**src/rtl/rv_plic_claim_pkg.sv**
```systemverilog
// Shared types and constants for the PLIC per-target claim/complete sequencer.
// Optional build macro RV_PLIC_CLAIM_ERR_EN (see rv_plic_claim_ctrl.sv) adds a
// sticky error flag for invalid completions.
package rv_plic_claim_pkg;

    // Claim sequencer states.
    typedef enum logic [1:0] {
        ST_IDLE   = 2'd0,
        ST_RESP   = 2'd1,
        ST_SETTLE = 2'd2
    } claim_state_e;

    // Settle counter width; SETTLE_CYCLES is limited to 1..7.
    localparam int unsigned SETTLE_CNT_W = 3;
    localparam logic [SETTLE_CNT_W-1:0] SETTLE_CNT_ZERO = 3'd0;
    localparam logic [SETTLE_CNT_W-1:0] SETTLE_CNT_ONE  = 3'd1;

    // Trigger-mode encodings carried on le_i.
    localparam logic LE_LEVEL = 1'b0;
    localparam logic LE_EDGE  = 1'b1;

    // Gateway set condition for one source, shared by all gateway instances.
    function automatic logic gw_set(input logic le, input logic src,
                                    input logic prev, input logic ip,
                                    input logic ia);
        logic set_v;
        if (ia) begin
            set_v = 1'b0;
        end else if (le == LE_EDGE) begin
            set_v = src & ~prev;
        end else begin
            set_v = src & ~ip;
        end
        return set_v;
    endfunction

endpackage

```
**src/rtl/rv_plic_gateway.sv**
```systemverilog
// Single-source interrupt gateway: holds pending (ip), in-service (ia) and the
// previous source level used for rising-edge detection.
module rv_plic_gateway
    import rv_plic_claim_pkg::*;
(
    input  logic clk_i,
    input  logic rst_ni,
    input  logic src,
    input  logic le,
    input  logic claim_clr,
    input  logic complete_sel,
    output logic ip,
    output logic ia,
    output logic complete_hit
);

    logic ip_r;
    logic ia_r;
    logic prev_r;
    logic set_s;

    // New pending request; blocked while in service, edges are not queued.
    always_comb begin
        set_s = 1'b0;
        set_s = gw_set(le, src, prev_r, ip_r, ia_r);
    end

    // Pending/in-service state; a claim clear takes priority over a new set.
    always_ff @(posedge clk_i or negedge rst_ni) begin
        if (!rst_ni) begin
            ip_r   <= 1'b0;
            ia_r   <= 1'b0;
            prev_r <= 1'b0;
        end else begin
            prev_r <= src;
            if (claim_clr) begin
                ip_r <= 1'b0;
                ia_r <= 1'b1;
            end else begin
                if (set_s) begin
                    ip_r <= 1'b1;
                end
                if (complete_sel && ia_r) begin
                    ia_r <= 1'b0;
                end
            end
        end
    end

    assign ip           = ip_r;
    assign ia           = ia_r;
    assign complete_hit = complete_sel & ia_r;

endmodule

```
**src/rtl/rv_plic_claim_ctrl.sv**
```systemverilog
// Per-target PLIC gateway array plus claim/complete sequencer.
// Optional macro RV_PLIC_CLAIM_ERR_EN: adds err_clr_i/err_o, a sticky flag set
// by completions that are zero, out of range or not in service.
module rv_plic_claim_ctrl
    import rv_plic_claim_pkg::*;
#(
    parameter int unsigned N_SOURCE      = 32,
    parameter int unsigned SETTLE_CYCLES = 1,
    localparam int unsigned SrcWidth     = $clog2(N_SOURCE)
) (
    input  logic                clk_i,
    input  logic                rst_ni,
    input  logic [N_SOURCE-1:0] src_i,
    input  logic [N_SOURCE-1:0] le_i,
    output logic [N_SOURCE-1:0] ip_o,
    input  logic                tgt_irq_i,
    input  logic [SrcWidth-1:0] tgt_irq_id_i,
    input  logic                claim_valid_i,
    output logic                claim_ready_o,
    output logic [SrcWidth-1:0] claim_id_o,
    input  logic                complete_valid_i,
    input  logic [SrcWidth-1:0] complete_id_i,
`ifdef RV_PLIC_CLAIM_ERR_EN
    input  logic                err_clr_i,
    output logic                err_o,
`endif
    output logic [N_SOURCE-1:0] ia_o
);

    claim_state_e              state_r;
    logic [SETTLE_CNT_W-1:0]   cnt_r;
    logic                      ready_r;
    logic [SrcWidth-1:0]       id_r;
    logic [SrcWidth-1:0]       claim_id_s;
    logic                      claim_fire_s;
    logic [N_SOURCE-1:0]       comp_hit_s;

    // ID returned for a claim accepted this cycle (0 when nothing qualifies).
    always_comb begin
        claim_id_s   = {SrcWidth{1'b0}};
        claim_fire_s = 1'b0;
        if (tgt_irq_i) begin
            claim_id_s = tgt_irq_id_i;
        end else begin
            claim_id_s = {SrcWidth{1'b0}};
        end
        if ((state_r == ST_IDLE) && claim_valid_i && (claim_id_s != {SrcWidth{1'b0}})) begin
            claim_fire_s = 1'b1;
        end else begin
            claim_fire_s = 1'b0;
        end
    end

    // Claim sequencer: accept in IDLE, answer in RESP, let the tree settle.
    always_ff @(posedge clk_i or negedge rst_ni) begin
        if (!rst_ni) begin
            state_r <= ST_IDLE;
            cnt_r   <= SETTLE_CNT_ZERO;
            ready_r <= 1'b0;
            id_r    <= {SrcWidth{1'b0}};
        end else begin
            case (state_r)
                ST_IDLE: begin
                    if (claim_valid_i) begin
                        id_r    <= claim_id_s;
                        ready_r <= 1'b1;
                        state_r <= ST_RESP;
                    end else begin
                        ready_r <= 1'b0;
                        state_r <= ST_IDLE;
                    end
                end
                ST_RESP: begin
                    ready_r <= 1'b0;
                    cnt_r   <= SETTLE_CNT_W'(SETTLE_CYCLES);
                    state_r <= ST_SETTLE;
                end
                ST_SETTLE: begin
                    ready_r <= 1'b0;
                    cnt_r   <= cnt_r - SETTLE_CNT_ONE;
                    if (cnt_r <= SETTLE_CNT_ONE) begin
                        state_r <= ST_IDLE;
                    end else begin
                        state_r <= ST_SETTLE;
                    end
                end
                default: begin
                    ready_r <= 1'b0;
                    cnt_r   <= SETTLE_CNT_ZERO;
                    state_r <= ST_IDLE;
                end
            endcase
        end
    end

    assign claim_ready_o = ready_r;
    assign claim_id_o    = id_r;

    // ID 0 is reserved: never pending, never in service.
    assign ip_o[0]       = 1'b0;
    assign ia_o[0]       = 1'b0;
    assign comp_hit_s[0] = 1'b0;

    for (genvar k = 1; k < N_SOURCE; k++) begin : g_src
        logic claim_hit_s;
        logic comp_sel_s;
        assign claim_hit_s = claim_fire_s && (tgt_irq_id_i == SrcWidth'(k));
        assign comp_sel_s  = complete_valid_i && (complete_id_i == SrcWidth'(k));

        rv_plic_gateway u_gw (
            .clk_i        (clk_i),
            .rst_ni       (rst_ni),
            .src          (src_i[k]),
            .le           (le_i[k]),
            .claim_clr    (claim_hit_s),
            .complete_sel (comp_sel_s),
            .ip           (ip_o[k]),
            .ia           (ia_o[k]),
            .complete_hit (comp_hit_s[k])
        );
    end

    // Source 0 inputs have no gateway.
    logic unused_src0_s;
    assign unused_src0_s = src_i[0] ^ le_i[0];

`ifdef RV_PLIC_CLAIM_ERR_EN
    logic err_r;
    logic bad_comp_s;

    // A completion that matched no in-service source is an error.
    always_comb begin
        bad_comp_s = 1'b0;
        if (complete_valid_i && (comp_hit_s == {N_SOURCE{1'b0}})) begin
            bad_comp_s = 1'b1;
        end else begin
            bad_comp_s = 1'b0;
        end
    end

    // Sticky error flag; a new error outranks a simultaneous clear.
    always_ff @(posedge clk_i or negedge rst_ni) begin
        if (!rst_ni) begin
            err_r <= 1'b0;
        end else if (bad_comp_s) begin
            err_r <= 1'b1;
        end else if (err_clr_i) begin
            err_r <= 1'b0;
        end else begin
            err_r <= err_r;
        end
    end

    assign err_o = err_r;
`else
    logic unused_comp_s;
    assign unused_comp_s = |comp_hit_s;
`endif

endmodule

```
**config.mk**
```make
export PLATFORM = sky130hd
export DESIGN_NAME = rv_plic_claim_ctrl
export DESIGN_NICKNAME = d
export VERILOG_FILES = /design/src/rtl/rv_plic_claim_pkg.sv /design/src/rtl/rv_plic_gateway.sv /design/src/rtl/rv_plic_claim_ctrl.sv
export SDC_FILE = /design/constraint.sdc
export NUM_CORES = 1
export LEC_CHECK = 0
export ABC_CLOCK_PERIOD_IN_PS = 1800
export BUFFER_PORTS_ARGS = -buffer_cell sky130_fd_sc_hd__buf_2
export CORE_ASPECT_RATIO = 0.5
export CORE_MARGIN = 3
export CORE_UTILIZATION = 51
export CTS_CLUSTER_DIAMETER = 40
export DETAILED_ROUTE_END_ITERATION = 8
export GPL_TIMING_DRIVEN = 0
export HOLD_SLACK_MARGIN = 0.03
export PLACE_DENSITY_LB_ADDON = 0.2
export SYNTH_ARGS = -nofsm -noshare
export SYNTH_HDL_FRONTEND = slang
export SYNTH_SLANG_ARGS = --single-unit
export TNS_END_PERCENT = 10
```
**constraint.sdc**
```tcl
create_clock -name clk_i -period 1.8 [get_ports clk_i]
set_clock_uncertainty 0.05 [all_clocks]
set_input_delay 0.18 -clock clk_i [delete_from_list [all_inputs] [get_ports clk_i]]
set_output_delay 0.18 -clock clk_i [all_outputs]
set_load 0.01 [all_outputs]
```
==> metrics.md, run 1 <==
| Metric | Value |
|---|---|
| PortBufs | 144 |
| Worst skew pair latency | 0.35 ns |
| Core area | 8370 µm² |
| Simple-gate share of the synthesized area | 0.105 |
| Seq/Total Area, Yosys | 0.566 |
| Synth Instances | 445 |
| Largest family of logic cells by synthesized area | compound AO/OA/AOI/OAI gates |
| Yosys top cell area share | 0.566 |
| Setup crit end kind | flop |
| R2R Setup Slk | 0.05 ns |
| Type of the most critical hold path | input port to flop |
| Detail Placement HPWL | 8.49 mm |
| CTS Buf Count | 9 |
| GRT Overall Usage | 0.237 |
| Post-layout nets | 720 |
| Overall Power | 6300 µW |
| First DRT Iteration DRCs | 289 |
| Initial Util | 0.549 |
| Die area | 10300 µm² |
| Worst Hold Launch | tgt_irq_i |
| Finished Layout Cells | 752 |
| Post-route ant nets | 0 |
| R2r endpoint | g_src[5].u_gw.ip |
| CTS max path bufs | 2 |
| CP Max Fanout | 10 |
| Int Power | 4480 µW |
| Pwr Density | 1030 nW/µm² |
| RSZ-0062 raised after global routing | true |
| First-pass GRT wire length | 19.0 mm |
| Synth Flop Type | dfrtp_1 |
| Synth area leader | dfrtp_1 |
| Max Freq | 573 MHz |
| Syn Area/Cell | 10.3 µm² |
| Post-Synth Adder-Cell Area | 0.0163 |
| I/O pins | 149 |
| Crit path DAT | 1.90 ns |
| Post-Synth XOR/XNOR Area | 0 |
| Mux contribution to synthesized area | 0.00463 |
| Max cap viols | 0 |
| Hold endpoint | claim_id_o[2] |
| Post-synth EDFFs | 0 |
| Ys async rst share | 1.00 |
| Comb pwr share | 0.238 |
| Drt pass-1 iters | 4 |
| Die X | 140 µm |
| Routed len/inst | 15.6 µm |
| Worst-path clk slew | 0.07 ns |
| Layout area overhead | 33.6% |
| Worst reg2reg path depth | 6 |
| Gpl congestion | 0.807 |
| Sw power | 1820 µW |
| Clock sinks | 104 |
| FF-to-FF Start | state_r[0] |
| Clk pwr share | 0.305 |
| Multi-input logic area | 1370 µm² |
| Fillers | 623 |
| Distinct cell type count after synthesis | 35 |
| Critical path class | flop to flop |
| FF+latch count, synth | 104 |
| Via count | 3802 |
| Ant. Diodes | 0 |
| FF/Latch Area | 2600 µm² |
| Synth Cell Area | 4600 µm² |
| Switching Share | 0.289 |
| Placed cell area | 5490 µm² |
| Measured slew at the worst slew-check pin | 0.777 ns |
| Period minus WS final | 1.75 ns |
| Die height | 73.1 µm |
| Hold path depth | 3 |
| Fin. max-slew vios | 0 |
| Compound-cell area share of the yosys netlist | 0.163 |
| Synth area leaders | dfrtp_1, buf_4, a31oi_1, o21ai_1, nand2_1 |
| Startpoint types | flop |
| Status | finished, final reports clean |
| Worst slew margin | 0.482 |
| Final setup margin | 0.0548 ns |
| Peak VDD IR | 734 µV |
| Setup Viol. Count Final | 0 |
| Via density | 5.06 |
| Seq pwr share | 0.457 |
| Most common cell after layout, fill and taps aside | buf_2 |
| TNS Setup | 0 ns |
| Critical Path RT | 1.96 ns |
| CTS root buf | clkbuf_16 |
| Floorplan row count | 23 |
| H-Tree Depth | 3 |
| Tcrit/Tclk final | 0.970 |
| Final hold viol count | 0 |
| Design area | 6140 µm² |
| Most frequent cells in the layout | buf_2, dfrtp_1, buf_4, nand2_1 |
| Placed cells | 703 |
| Grt ovf | 0 |
| Pin count of the biggest net entering global routing | 60 |
| Leakage | 0.00287 µW |
| Vias in the first global route | 3802 |
| Initial antenna violation count | 0 |
| Layout cells sized above 1 | 0.384 |
| # DRC | 0 |
| Detailed Route WL | 11.7 mm |
| Yosys warns | 0 |
| CTS tree | yes |
| Pre-CTS setup slack | -0.0625 ns |
[layout make-up]
type	count	share of cell area
clock inverters	6	0.00978
multi-input cells	235	0.223
flip-flops and latches	104	0.424
inverters	36	0.0220
plain buffers	71	0.0860
clock buffers	10	0.0373
well taps	112	0.0228
repair buffers	178	0.176
[layer usage]
metal | global-route usage | vias to the layer above | part of all wire
li1 | - | 1840 | -
met3 | 0.0740 | 13 | 0.089
met5 | 0 | - | 0
met2 | 0.379 | 144 | 0.47
met1 | 0.320 | 1805 | 0.43
met4 | 0.0591 | 0 | 0.0092
[metrics by stage]
stage / hold slack [ns] / util
3_3_place_gp: 0.252 / 0.652
6_report: 0.0720 / 0.733
4_1_cts: 0.0741 / 0.729
3_5_place_dp: 0.246 / 0.656
5_1_grt: 0.100 / 0.733
2_1_floorplan: -0.166 / -
[synthesized netlist by cell type (all sizes together), types with 2 or more instances]
cell type	instances
ha	6
o22a	5
a21oi	18
nand4bb	3
nand4	2
nor2b	4
nor2	10
dfrtp	104
o21ai	68
a31oi	30
or2	4
nand3	4
a211oi	7
o21a	2
nand4b	4
buf	70
nand2b	9
nand2	49
inv	36
[critical path, stage by stage (launching register included)]
cell,delay [ns]
dfrtp_1,0.41
inv_1,0.13
ha_1,0.20
buf_4,0.17
nand4b_1,0.16
nor2_1,0.36
a21oi_1,0.13
[registers in the layout, summed over array words and instances, names as in the netlist]
register           count
g_src.u_gw.prev_r     31
claim_ready_o          1
g_src.u_gw.ip         31
state_r                2
cnt_r                  3
g_src.u_gw.ia         31
claim_id_o             5
[what timing repair did]
action,CTS,global route
pin swaps,0,1
hold buffers,32,0
setup endpoints to repair,7,29
setup buffers,0,1
gates resized for setup,1,9
gates cloned,0,0
endpoints found under the hold margin,89,0
[power by group through the flow]
stage / sequential (µW) / combinational (µW) / clock [µW]
floorplan: 2870 / 882 / 0
global placement: 2910 / 1380 / 0
detailed placement: 2920 / 1430 / 0
CTS: 2880 / 1500 / 1950
global route: 2930 / 1670 / 2050
finish: 2880 / 1500 / 1920
[cell families after synthesis]
| group | count (synthesis) |
|---|---|
| simple gates | 93 |
| flops | 104 |
| fa+ha+maj | 6 |
| compound gates | 132 |
| buf+inv | 107 |
| mux | 2 |
| other cells | 1 |
[how the worst max path moves through the flow]
| stage | start | to | slack (ns) | cells after the start |
|---|---|---|---|---|
| finish | state_r[0] | g_src[5].u_gw.ip | 0.05 | 6 |
| global route | state_r[0] | g_src[15].u_gw.ip | -0.06 | 6 |
| CTS | state_r[0] | g_src[27].u_gw.ip | -0.04 | 6 |
| detailed placement | state_r[0] | g_src[17].u_gw.ip | -0.06 | 6 |
| global placement | rst_ni | g_src[8].u_gw.prev_r | -0.63 | 1 |
| floorplan | state_r[0] | g_src[16].u_gw.ip | 0.25 | 6 |
Note: power is estimated with default switching activity, not from simulation.
==> inputs of run 2 (changes only) <==
--- a/config.mk
+++ b/config.mk
@@ -7,14 +7,13 @@
 export LEC_CHECK = 0
 export ABC_CLOCK_PERIOD_IN_PS = 1800
 export BUFFER_PORTS_ARGS = -buffer_cell sky130_fd_sc_hd__buf_2
-export CORE_ASPECT_RATIO = 0.5
 export CORE_MARGIN = 3
 export CORE_UTILIZATION = 51
 export CTS_CLUSTER_DIAMETER = 40
 export DETAILED_ROUTE_END_ITERATION = 8
 export GPL_TIMING_DRIVEN = 0
 export HOLD_SLACK_MARGIN = 0.03
-export PLACE_DENSITY_LB_ADDON = 0.2
+export PLACE_DENSITY = 0.8
 export SYNTH_ARGS = -nofsm -noshare
 export SYNTH_HDL_FRONTEND = slang
 export SYNTH_SLANG_ARGS = --single-unit
==> metrics.md, run 2 (synthesis results as in run 1) <==
| Metric | Value |
|---|---|
| Grt ovf | 0 (unchanged) |
| Post-route ant nets | 0 (unchanged) |
| Initial antenna violation count | 0 (unchanged) |
| Placed cells | 699 (-0.57%) |
| Final hold viol count | 0 (unchanged) |
| GRT Overall Usage | 0.246 (+0.00896) |
| Pin count of the biggest net entering global routing | 55 (-8.3%) |
| # DRC | 0 (unchanged) |
| Ant. Diodes | 0 (unchanged) |
| Overall Power | 5840 µW (-7.2%) |
| Setup Viol. Count Final | 0 (unchanged) |
| Max cap viols | 0 (unchanged) |
| Layout cells sized above 1 | 0.383 (-0.00156) |
| Die X | 101 µm (-28%) |
| CTS max path bufs | 2 (unchanged) |
| Setup crit end kind | flop |
| PortBufs | 144 (unchanged) |
| CP top delay family | simple AND/OR/NAND/NOR gates |
| CP max stage cell | dfrtp_1 |
| RSZ-0062 raised after global routing | true |
| Met3 Usage GRT | 0.0526 (-0.0214) |
| Worst slew margin | 0.537 (+0.0549) |
| First DRT Iteration DRCs | 126 (-56%) |
| Fin. max-slew vios | 0 (unchanged) |
| Max Freq | 586 MHz (+2.3%) |
| Vias in the first global route | 4003 (+5.3%) |
| Detailed Route WL | 12.3 mm (+4.5%) |
| Status | finished, final reports clean |
| Die height | 101 µm (+38%) |
| Post-layout nets | 720 (unchanged) |
| Drt pass-1 iters | 5 (+1) |
| Finished Layout Cells | 748 (-0.53%) |
| Via density | 5.21 (+3.1%) |
| Critical path class | flop to flop |
| Pwr Density | 968 nW/µm² (-5.6%) |
| Period minus WS final | 1.71 ns (-0.0390 ns) |
| CP Max Fanout | 10 (unchanged) |
| Met2 Track Usage GR | 0.417 (+0.0380) |
| CP cell instances | inv_1 -> ha_1 -> buf_4 -> nand4b_1 -> nor2_2 -> a31oi_1 |
| H-Tree Depth | 3 (unchanged) |
| Met1 Use GR | 0.312 (-0.00797) |
| Floorplan row count | 34 (+48%) |
| Measured slew at the worst slew-check pin | 0.694 ns (-0.0824 ns) |
| Leakage | 0.00281 µW (-2.2%) |
| Type of the most critical hold path | input port to flop |
| Routed len/inst | 16.4 µm (+5.1%) |
| Startpoint types | flop |
| GR peak layer | met2 |
| CTS Buf Count | 9 (unchanged) |
| Peak VDD IR | 672 µV (-8.5%) |
| Gpl congestion | 0.836 (+3.7%) |
| Worst skew pair latency | 0.37 ns (+0.02 ns) |
| CTS root buf | clkbuf_8 |
| Most frequent cells in the layout | buf_2, dfrtp_1, buf_4, nand2_1 |
| Die area | 10200 µm² (-0.68%) |
| Critical Path RT | 2.00 ns (+0.04 ns) |
| Clock sinks | 104 (unchanged) |
| Detail Placement HPWL | 8.92 mm (+5.1%) |
| CTS tree | yes |
| Tcrit/Tclk final | 0.948 (-0.0217) |
| Layout area overhead | 31.3% |
| Most common cell after layout, fill and taps aside | buf_2 |
| Worst-path clk slew | 0.10 ns (+0.03 ns) |
| First-pass GRT wire length | 19.4 mm (+2.4%) |
| Initial Util | 0.527 (-0.0218) |
| CP peak stage delay | 0.41 ns (about the same) |
| CP bufs+invs | 2 (unchanged) |
| Via count | 3900 (+2.6%) |
| Core area | 8720 µm² (+4.1%) |
| I/O pins | 149 (unchanged) |
| Crit path DAT | 1.90 ns (about the same) |
| TNS Setup | 0 ns (unchanged) |
==> run 2: cell types whose count changed in the layout (fill, tap and decap cells not counted), sizes merged <==
cell,delta
clkinv,-3
clkbuf,+2
inv,+1
==> run 2: stage by stage <==
step | instance area (µm²) | hold WS [ns] | util | setup slack, ns
2_1_floorplan | 4600 | -0.166 | - | 0.252
3_3_place_gp | 5460 | 0.252 | 0.626 | -0.575
3_5_place_dp | 5490 | 0.213 | 0.629 | -0.0514
4_1_cts | 6000 | 0.0554 | 0.688 | -0.0786
5_1_grt | 6040 | 0.0723 | 0.692 | -0.0584
6_report | 6040 | 0.0638 | 0.692 | 0.0939
==> run 2: cell type report <==
type | instances | area (µm²)
clock inverter | 4 | 53.8
buffer | 71 | 528
inverter | 36 | 135
clock buffer | 12 | 135
timing repair buffer | 178 | 1080
fill | 651 | 2680
sequential | 104 | 2600
tap | 108 | 135
multi-input combinational | 235 | 1370
==> run 2: worst paths after layout <==
path / to / slack, ns / cells after the start / start
max in group asynchronous: g_src[1].u_gw.ip / 0.65 / 3 / rst_ni
worst min register to register: g_src[18].u_gw.ip / 0.45 / 1 / g_src[18].u_gw.ip
worst min-delay path: claim_id_o[1] / 0.06 / 3 / tgt_irq_i
worst max-delay path: g_src[13].u_gw.ip / 0.09 / 6 / state_r[0]
min in group asynchronous: g_src[26].u_gw.prev_r / 0.34 / 2 / rst_ni
worst max register to register: g_src[13].u_gw.ip / 0.09 / 6 / state_r[0]
==> run 2: repair_timing <==
action / 4_1_cts / 5_1_grt
pin swaps: 0 / 1
endpoints found under the hold margin: 81 / 0
buffers inserted: 0 / 1
setup endpoints to repair: 16 / 28
hold buffers: 32 / 0
resized for setup: 1 / 10
==> run 2: worst register-to-register path, cell delays in order (launching register included) <==
cell and delay [ns]:
dfrtp_1 0.41, inv_1 0.13, ha_1 0.18, buf_4 0.16
nand4b_1 0.19, nor2_2 0.33, a31oi_1 0.14
==> run 2: per-layer routing <==
layer | vias up | share of wire
met3 | 22 | 0.068
met2 | 165 | 0.51
met5 | - | 0
li1 | 1839 | -
met1 | 1874 | 0.40
met4 | 0 | 0.020
==> run 2: power breakdown <==
group | switching (µW) | internal (µW)
registers | 238 | 2640
clock network | 800 | 651
logic | 752 | 762
